==> config.mk <==
export PLATFORM = sky130hd
export DESIGN_NAME = fetch_pc_sequencer
export DESIGN_NICKNAME = d
export VERILOG_FILES = /design/src/rtl/cpu_fetch_pkg.sv /design/src/rtl/next_pc_calc.sv /design/src/rtl/fetch_pc_sequencer.sv
export SDC_FILE = /design/constraint.sdc
export NUM_CORES = 1
export LEC_CHECK = 0
export ABC_AREA = 1
export CAP_MARGIN = 5
export CORE_MARGIN = 2
export CORE_UTILIZATION = 47
export CTS_CLUSTER_SIZE = 10
export DETAILED_ROUTE_END_ITERATION = 10
export GPL_TIMING_DRIVEN = 0
export PLACE_DENSITY_LB_ADDON = 0.3
export SETUP_SLACK_MARGIN = 0.02
export SYNTH_ARGS = -nofsm -noshare
export SYNTH_HDL_FRONTEND = slang
export SYNTH_SLANG_ARGS = --single-unit
==> constraint.sdc <==
create_clock -name clk -period 3.1 [get_ports clk]
set_clock_uncertainty 0.1 [all_clocks]
set_input_delay 0.62 -clock clk [delete_from_list [all_inputs] [get_ports clk]]
set_output_delay 0.62 -clock clk [all_outputs]
set_load 0.01 [all_outputs]
==> src/rtl/cpu_fetch_pkg.sv <==
// Shared types and constants for the instruction-fetch PC sequencer.
package cpu_fetch_pkg;

    typedef enum logic [1:0] {
        IDLE = 2'd0,
        REQ  = 2'd1,
        WAIT = 2'd2,
        HOLD = 2'd3
    } fetch_state_e;

    localparam logic [1:0] RK_BRANCH = 2'd0;
    localparam logic [1:0] RK_JUMP   = 2'd1;
    localparam logic [1:0] RK_JR     = 2'd2;
    localparam logic [1:0] RK_RSVD   = 2'd3;

    localparam logic [31:0] DEFAULT_RESET_PC = 32'h0000_0000;

endpackage

==> src/rtl/next_pc_calc.sv <==
// Combinational redirect-target calculator for branch, jump and jr.
module next_pc_calc
    import cpu_fetch_pkg::*;
(
    input  logic [1:0]  redirect_kind,
    input  logic [31:0] pc,
    input  logic [15:0] imm16,
    input  logic [25:0] index26,
    input  logic [31:0] jr_reg,
    output logic [31:0] target,
    output logic        misalign
);

    logic [31:0] p4;
    logic [31:0] branch_off;

    assign p4         = pc + 32'd4;
    assign branch_off = {{14{imm16[15]}}, imm16, 2'b00};

    always_comb begin
        target   = p4;
        misalign = 1'b0;
        case (redirect_kind)
            RK_BRANCH: target = p4 + branch_off;
            RK_JUMP:   target = {p4[31:28], index26, 2'b00};
            RK_JR: begin
                // Low bits are forced to zero; the fault is only flagged.
                target   = {jr_reg[31:2], 2'b00};
                misalign = (jr_reg[1:0] != 2'b00);
            end
            default: ;
        endcase
    end

endmodule

==> src/rtl/fetch_pc_sequencer.sv <==
// Program counter owner and single-outstanding instruction fetch sequencer.
module fetch_pc_sequencer
    import cpu_fetch_pkg::*;
#(
    parameter logic [31:0] RESET_PC = DEFAULT_RESET_PC
) (
    input  logic        clk,
    input  logic        rst_n,
    input  logic        fetch_en,
    output logic        imem_req,
    output logic [31:0] imem_addr,
    input  logic        imem_gnt,
    input  logic        imem_rvalid,
    input  logic [31:0] imem_rdata,
    output logic        instr_valid,
    output logic [31:0] instr,
    output logic [31:0] instr_pc,
    input  logic        instr_ready,
    input  logic        redirect_valid,
    input  logic [1:0]  redirect_kind,
    input  logic [31:0] redirect_pc,
    input  logic [15:0] redirect_imm16,
    input  logic [25:0] redirect_index26,
    input  logic [31:0] redirect_reg,
    output logic        misalign_err
);

    fetch_state_e state_reg, state_next;
    logic [31:0]  pc_reg, pc_next;
    logic         discard_reg, discard_next;
    logic         instr_valid_reg, instr_valid_next;
    logic [31:0]  instr_reg, instr_next;
    logic [31:0]  instr_pc_reg, instr_pc_next;
    logic         misalign_reg, misalign_next;

    logic [31:0]  calc_target;
    logic         calc_misalign;
    logic         redirect_take;
    fetch_state_e resume_state;

    next_pc_calc u_next_pc_calc (
        .redirect_kind (redirect_kind),
        .pc            (redirect_pc),
        .imm16         (redirect_imm16),
        .index26       (redirect_index26),
        .jr_reg        (redirect_reg),
        .target        (calc_target),
        .misalign      (calc_misalign)
    );

    assign redirect_take = redirect_valid && (redirect_kind != RK_RSVD);
    assign resume_state  = fetch_en ? REQ : IDLE;

    always_ff @(posedge clk or negedge rst_n) begin
        if (!rst_n) begin
            state_reg       <= IDLE;
            pc_reg          <= RESET_PC;
            discard_reg     <= 1'b0;
            instr_valid_reg <= 1'b0;
            instr_reg       <= 32'd0;
            instr_pc_reg    <= 32'd0;
            misalign_reg    <= 1'b0;
        end else begin
            state_reg       <= state_next;
            pc_reg          <= pc_next;
            discard_reg     <= discard_next;
            instr_valid_reg <= instr_valid_next;
            instr_reg       <= instr_next;
            instr_pc_reg    <= instr_pc_next;
            misalign_reg    <= misalign_next;
        end
    end

    always_comb begin
        state_next       = state_reg;
        pc_next          = pc_reg;
        discard_next     = discard_reg;
        instr_valid_next = instr_valid_reg;
        instr_next       = instr_reg;
        instr_pc_next    = instr_pc_reg;
        misalign_next    = misalign_reg;

        if (redirect_take) begin
            // A redirect overrides every other event this cycle.
            pc_next       = calc_target;
            misalign_next = misalign_reg | calc_misalign;
            case (state_reg)
                IDLE: ;
                REQ: begin
                    if (imem_gnt) begin
                        state_next   = WAIT;
                        discard_next = 1'b1;
                    end
                end
                WAIT: begin
                    if (imem_rvalid) begin
                        discard_next = 1'b0;
                        state_next   = resume_state;
                    end else begin
                        discard_next = 1'b1;
                    end
                end
                HOLD: begin
                    instr_valid_next = 1'b0;
                    state_next       = resume_state;
                end
                default: ;
            endcase
        end else begin
            case (state_reg)
                IDLE: begin
                    if (fetch_en) state_next = REQ;
                end
                REQ: begin
                    if (imem_gnt) state_next = WAIT;
                end
                WAIT: begin
                    if (imem_rvalid) begin
                        if (discard_reg) begin
                            discard_next = 1'b0;
                            state_next   = resume_state;
                        end else begin
                            instr_next       = imem_rdata;
                            instr_pc_next    = pc_reg;
                            instr_valid_next = 1'b1;
                            pc_next          = pc_reg + 32'd4;
                            state_next       = HOLD;
                        end
                    end
                end
                HOLD: begin
                    if (instr_ready) begin
                        instr_valid_next = 1'b0;
                        state_next       = resume_state;
                    end
                end
                default: ;
            endcase
        end
    end

    assign imem_req     = (state_reg == REQ);
    assign imem_addr    = pc_reg;
    assign instr_valid  = instr_valid_reg;
    assign instr        = instr_reg;
    assign instr_pc     = instr_pc_reg;
    assign misalign_err = misalign_reg;

endmodule
==> summary.txt <==
Floorplan
  – Horiz. Die Dim: 135 µm
  – Boundary Pins: 246
  – Initial core utilization: 0.474
  – Placeable core area: 17100 µm²
  – Die extent in y: 135 µm
  – Die Footprint: 18300 µm²
  – Total number of placement rows: 48

Global routing
  – Via count of the first global-routing pass: 8719
  – First-pass GRT wire length: 43200 µm
  – Overall global routing resource usage: 0.301
  – Overall overflow remaining after global route: 0
  – Pin count of the biggest net entering global routing: 73
  – Antenna violations before repair: 0

Worst setup path
  – Reg2reg start: state_reg[0]
  – Required time at the endpoint of the critical path: 3.24 ns
  – CP Capture Type: flip-flop
  – Max Fanout on Critical Path: 4
  – Setup slack, reg-to-reg: 0.46 ns
  – Type of the worst setup path: in2reg
  – Reg2reg path depth: 9
  – Endpoint of the most critical register-to-register path: imem_addr[15]
  – Kind of start point of the critical path: primary input
  – Worst endpoint data arrival time: 3.26 ns

Synth
  – Leading register cell type out of synthesis: sky130_fd_sc_hd__dfrtp_1
  – Share of flip-flops with an asynchronous set or reset: 1.00
  – Count of synthesis-stage warnings from yosys: 0
  – Post-synthesis sequential area ratio: 0.311
  – Cell types occupying the most area after synthesis: sky130_fd_sc_hd__dfrtp_1, sky130_fd_sc_hd__nand2_1, sky130_fd_sc_hd__inv_1
  – Syn Std Cell Area: 8120 µm²
  – Count of different cell masters after synthesis: 47
  – Post-Synthesis Mean Instance Area: 6.55 µm²
  – Flip-flop and latch count after synthesis: 101
  – Synth area leader: sky130_fd_sc_hd__dfrtp_1
  – Top-count cell post-synth: sky130_fd_sc_hd__nand2_1
  – Top cell type's share of synthesized area: 0.311
  – Nets in the synthesized netlist: 1429
  – Synth Instances: 1240
  – Leading cell types by count after synthesis: sky130_fd_sc_hd__nand2_1, sky130_fd_sc_hd__inv_1, sky130_fd_sc_hd__dfrtp_1
  – Post-synth EDFFs: 0

Routing
  – Drt wl/cell: 16.5 µm
  – Total routed wirelength: 29100 µm
  – Antenna-violating nets left: 0
  – Number of DRC violations after detailed routing: 0
  – Length of the first detailed-routing pass in iterations: 6
  – DR vias: 9566
  – Vias per std cell: 5.41
  – Detailed Route Iter0 Violations: 716

Cells and area
  – Design area: 12200 µm²
  – Proportion of layout cells with a drive suffix above 1: 0.167
  – Post-layout utilization of the core: 0.713
  – Net count reported at finish: 1726
  – Final Non-Filler Cells: 1767
  – Area of combinational cells with multiple inputs: 5590 µm²
  – Diode count: 0
  – Number of fillers in the final layout: 1439
  – Area of all sequential standard cells: 2530 µm²
  – Relative area change from synthesis to final layout: 50.2%

CTS
  – Inserted Clock Buffers: 9
  – Clock net sink count: 101
  – Maximum clock path buffer count: 2
  – Root buffer cell: sky130_fd_sc_hd__clkbuf_16
  – Clock transition at the register clock pins on the worst setup and hold paths after CTS: 0.07 ns
  – Clock latency at the later pin of the worst-skew pair: 0.35 ns
  – Clock tree from TritonCTS: built
  – Max H-tree Level: 3

STA
  – Max-slew violation count: 0
  – Final period demand of the worst path: 3.13 ns
  – Max-slew headroom at the worst pin: 0.351
  – Setup repair after global routing missed its margin: yes
  – Slew @ Worst Pin: 0.969 ns
  – Fmax achieved: 0.320 GHz
  – Final cycle utilization of the critical path: 1.01
  – Final setup fails: 3
  – Post-route setup slack: -0.0274 ns
  – Fin Hold WS: 0.100 ns
  – Count of endpoints failing hold in the final timing report: 0
  – Setup TNS: -0.0482 ns

Run status
  – Outcome: complete, but fails checks
  – Violations in the final reports: negative setup slack

Place
  – Quantity of I/O buffers inserted on ports: 245
  – Final HPWL DP: 22400 µm
  – Placed Cells: 1711
  – DP Area: 11000 µm²
  – Final weighted congestion in routability-driven placement: 0.950

Power
  – VDD IR-drop max: 0.000344 V
  – Power Dens Cells: 513 nW/µm²
  – Leakage Power: 0.00579 µW

Flow run
  – Max-capacitance violation count: 0

Hold path
  – Class of the most critical hold timing path: in2async
metal layers:
metal | GRT usage | vias to the layer above | share of wire | wire [µm]
met5 | 0 | - | 0 | 0
li1 | - | 4635 | - | -
met1 | 0.377 | 4440 | 0.41 | 11900
met3 | 0.0438 | 73 | 0.073 | 2110
met4 | 0.145 | 0 | 0.044 | 1270
met2 | 0.511 | 418 | 0.47 | 13800
logic make-up (layout without fill, tap and decap cells):
group / Yosys count / in the layout / share of synthesized area
DFF: 101 / 101 / 0.311
and+or+nand+nor: 681 / 681 / 0.359
xor gates and xnor gates: 32 / 32 / 0.0345
adders and majority gates: 42 / 42 / 0.0657
AOI/OAI and AO/OA: 194 / 194 / 0.137
buffers and inverters: 190 / 492 / 0.0926
area by class of cell:
type | count | share of cell area
well taps | 225 | 0.0231
plain buffers | 33 | 0.0133
multi-input cells | 949 | 0.458
flip-flops and latches | 101 | 0.207
repair buffers | 286 | 0.224
clock inverters | 6 | 0.00626
clock buffers | 10 | 0.0196
inverters | 157 | 0.0485
worst max-delay path, stage by stage:
cell                      delay [ns]
sky130_fd_sc_hd__buf_8          0.08
sky130_fd_sc_hd__ha_4           0.14
sky130_fd_sc_hd__nand2_4        0.05
sky130_fd_sc_hd__inv_2          0.05
sky130_fd_sc_hd__nand4_1        0.18
sky130_fd_sc_hd__nor3_4         0.27
sky130_fd_sc_hd__nand2_2        0.11
sky130_fd_sc_hd__buf_4          0.14
sky130_fd_sc_hd__xor2_1         0.15
sky130_fd_sc_hd__ha_2           0.40
sky130_fd_sc_hd__inv_2          0.07
sky130_fd_sc_hd__nor3_4         0.21
sky130_fd_sc_hd__buf_4          0.14
sky130_fd_sc_hd__a21oi_2        0.06
sky130_fd_sc_hd__nor2_2         0.16
sky130_fd_sc_hd__nor2_1         0.08
sky130_fd_sc_hd__nand2_1        0.06
sky130_fd_sc_hd__nand2_1        0.06
sky130_fd_sc_hd__nand3_2        0.06
sky130_fd_sc_hd__nand2_2        0.07
sky130_fd_sc_hd__nand2_1        0.06
sky130_fd_sc_hd__nand2_1        0.05
how the worst max path moves through the flow:
| stage | cells after the start | start | slack, ns | endpoint |
|---|---|---|---|---|
| 6_report | 22 | redirect_pc[3] | -0.03 | imem_addr[30] |
| 5_1_grt | 22 | redirect_pc[3] | -0.20 | imem_addr[26] |
| 4_1_cts | 22 | redirect_pc[3] | -0.09 | imem_addr[30] |
| 3_5_place_dp | 22 | redirect_pc[2] | -1.25 | imem_addr[30] |
| 3_3_place_gp | 1 | rst_n | -2.50 | instr[14] |
| 2_1_floorplan | 21 | redirect_pc[2] | -0.04 | imem_addr[30] |
report_power, final:
group          switching [µW]  internal, µW  leakage [µW]
logic                    1500          1470       0.00435
clock network             523           663      0.000156
registers                 335          1770       0.00129
repair_timing:
action | CTS | global route
buffers inserted | 27 | 13
hold buffers | 0 | 0
gates resized for setup | 137 | 112
endpoints found under the setup margin | 23 | 23
pin swaps | 42 | 64
through the flow:
stage / power (µW) / setup WS (ns)
floorplan: 3380 / -0.0370
global placement: 4820 / -2.50
detailed placement: 4890 / -1.25
CTS: 6140 / -0.0860
global route: 6640 / -0.198
finish: 6260 / -0.0274
placed cells by master, fill, tap and decap left out, types with 18 or more instances in the layout:
| master | count |
|---|---|
| sky130_fd_sc_hd__clkdlybuf4s50_1 | 218 |
| sky130_fd_sc_hd__inv_1 | 141 |
| sky130_fd_sc_hd__clkbuf_1 | 20 |
| sky130_fd_sc_hd__nor2_1 | 66 |
| sky130_fd_sc_hd__nand3_1 | 70 |
| sky130_fd_sc_hd__a21oi_2 | 19 |
| sky130_fd_sc_hd__o21ai_0 | 73 |
| sky130_fd_sc_hd__nand4_1 | 24 |
| sky130_fd_sc_hd__dfrtp_1 | 101 |
| sky130_fd_sc_hd__ha_1 | 25 |
| sky130_fd_sc_hd__nand2_2 | 32 |
| sky130_fd_sc_hd__nand2_1 | 389 |
| sky130_fd_sc_hd__a21oi_1 | 39 |
| sky130_fd_sc_hd__xor2_1 | 18 |
| sky130_fd_sc_hd__buf_4 | 41 |
No activity file was read; power rests on OpenSTA's default activity.
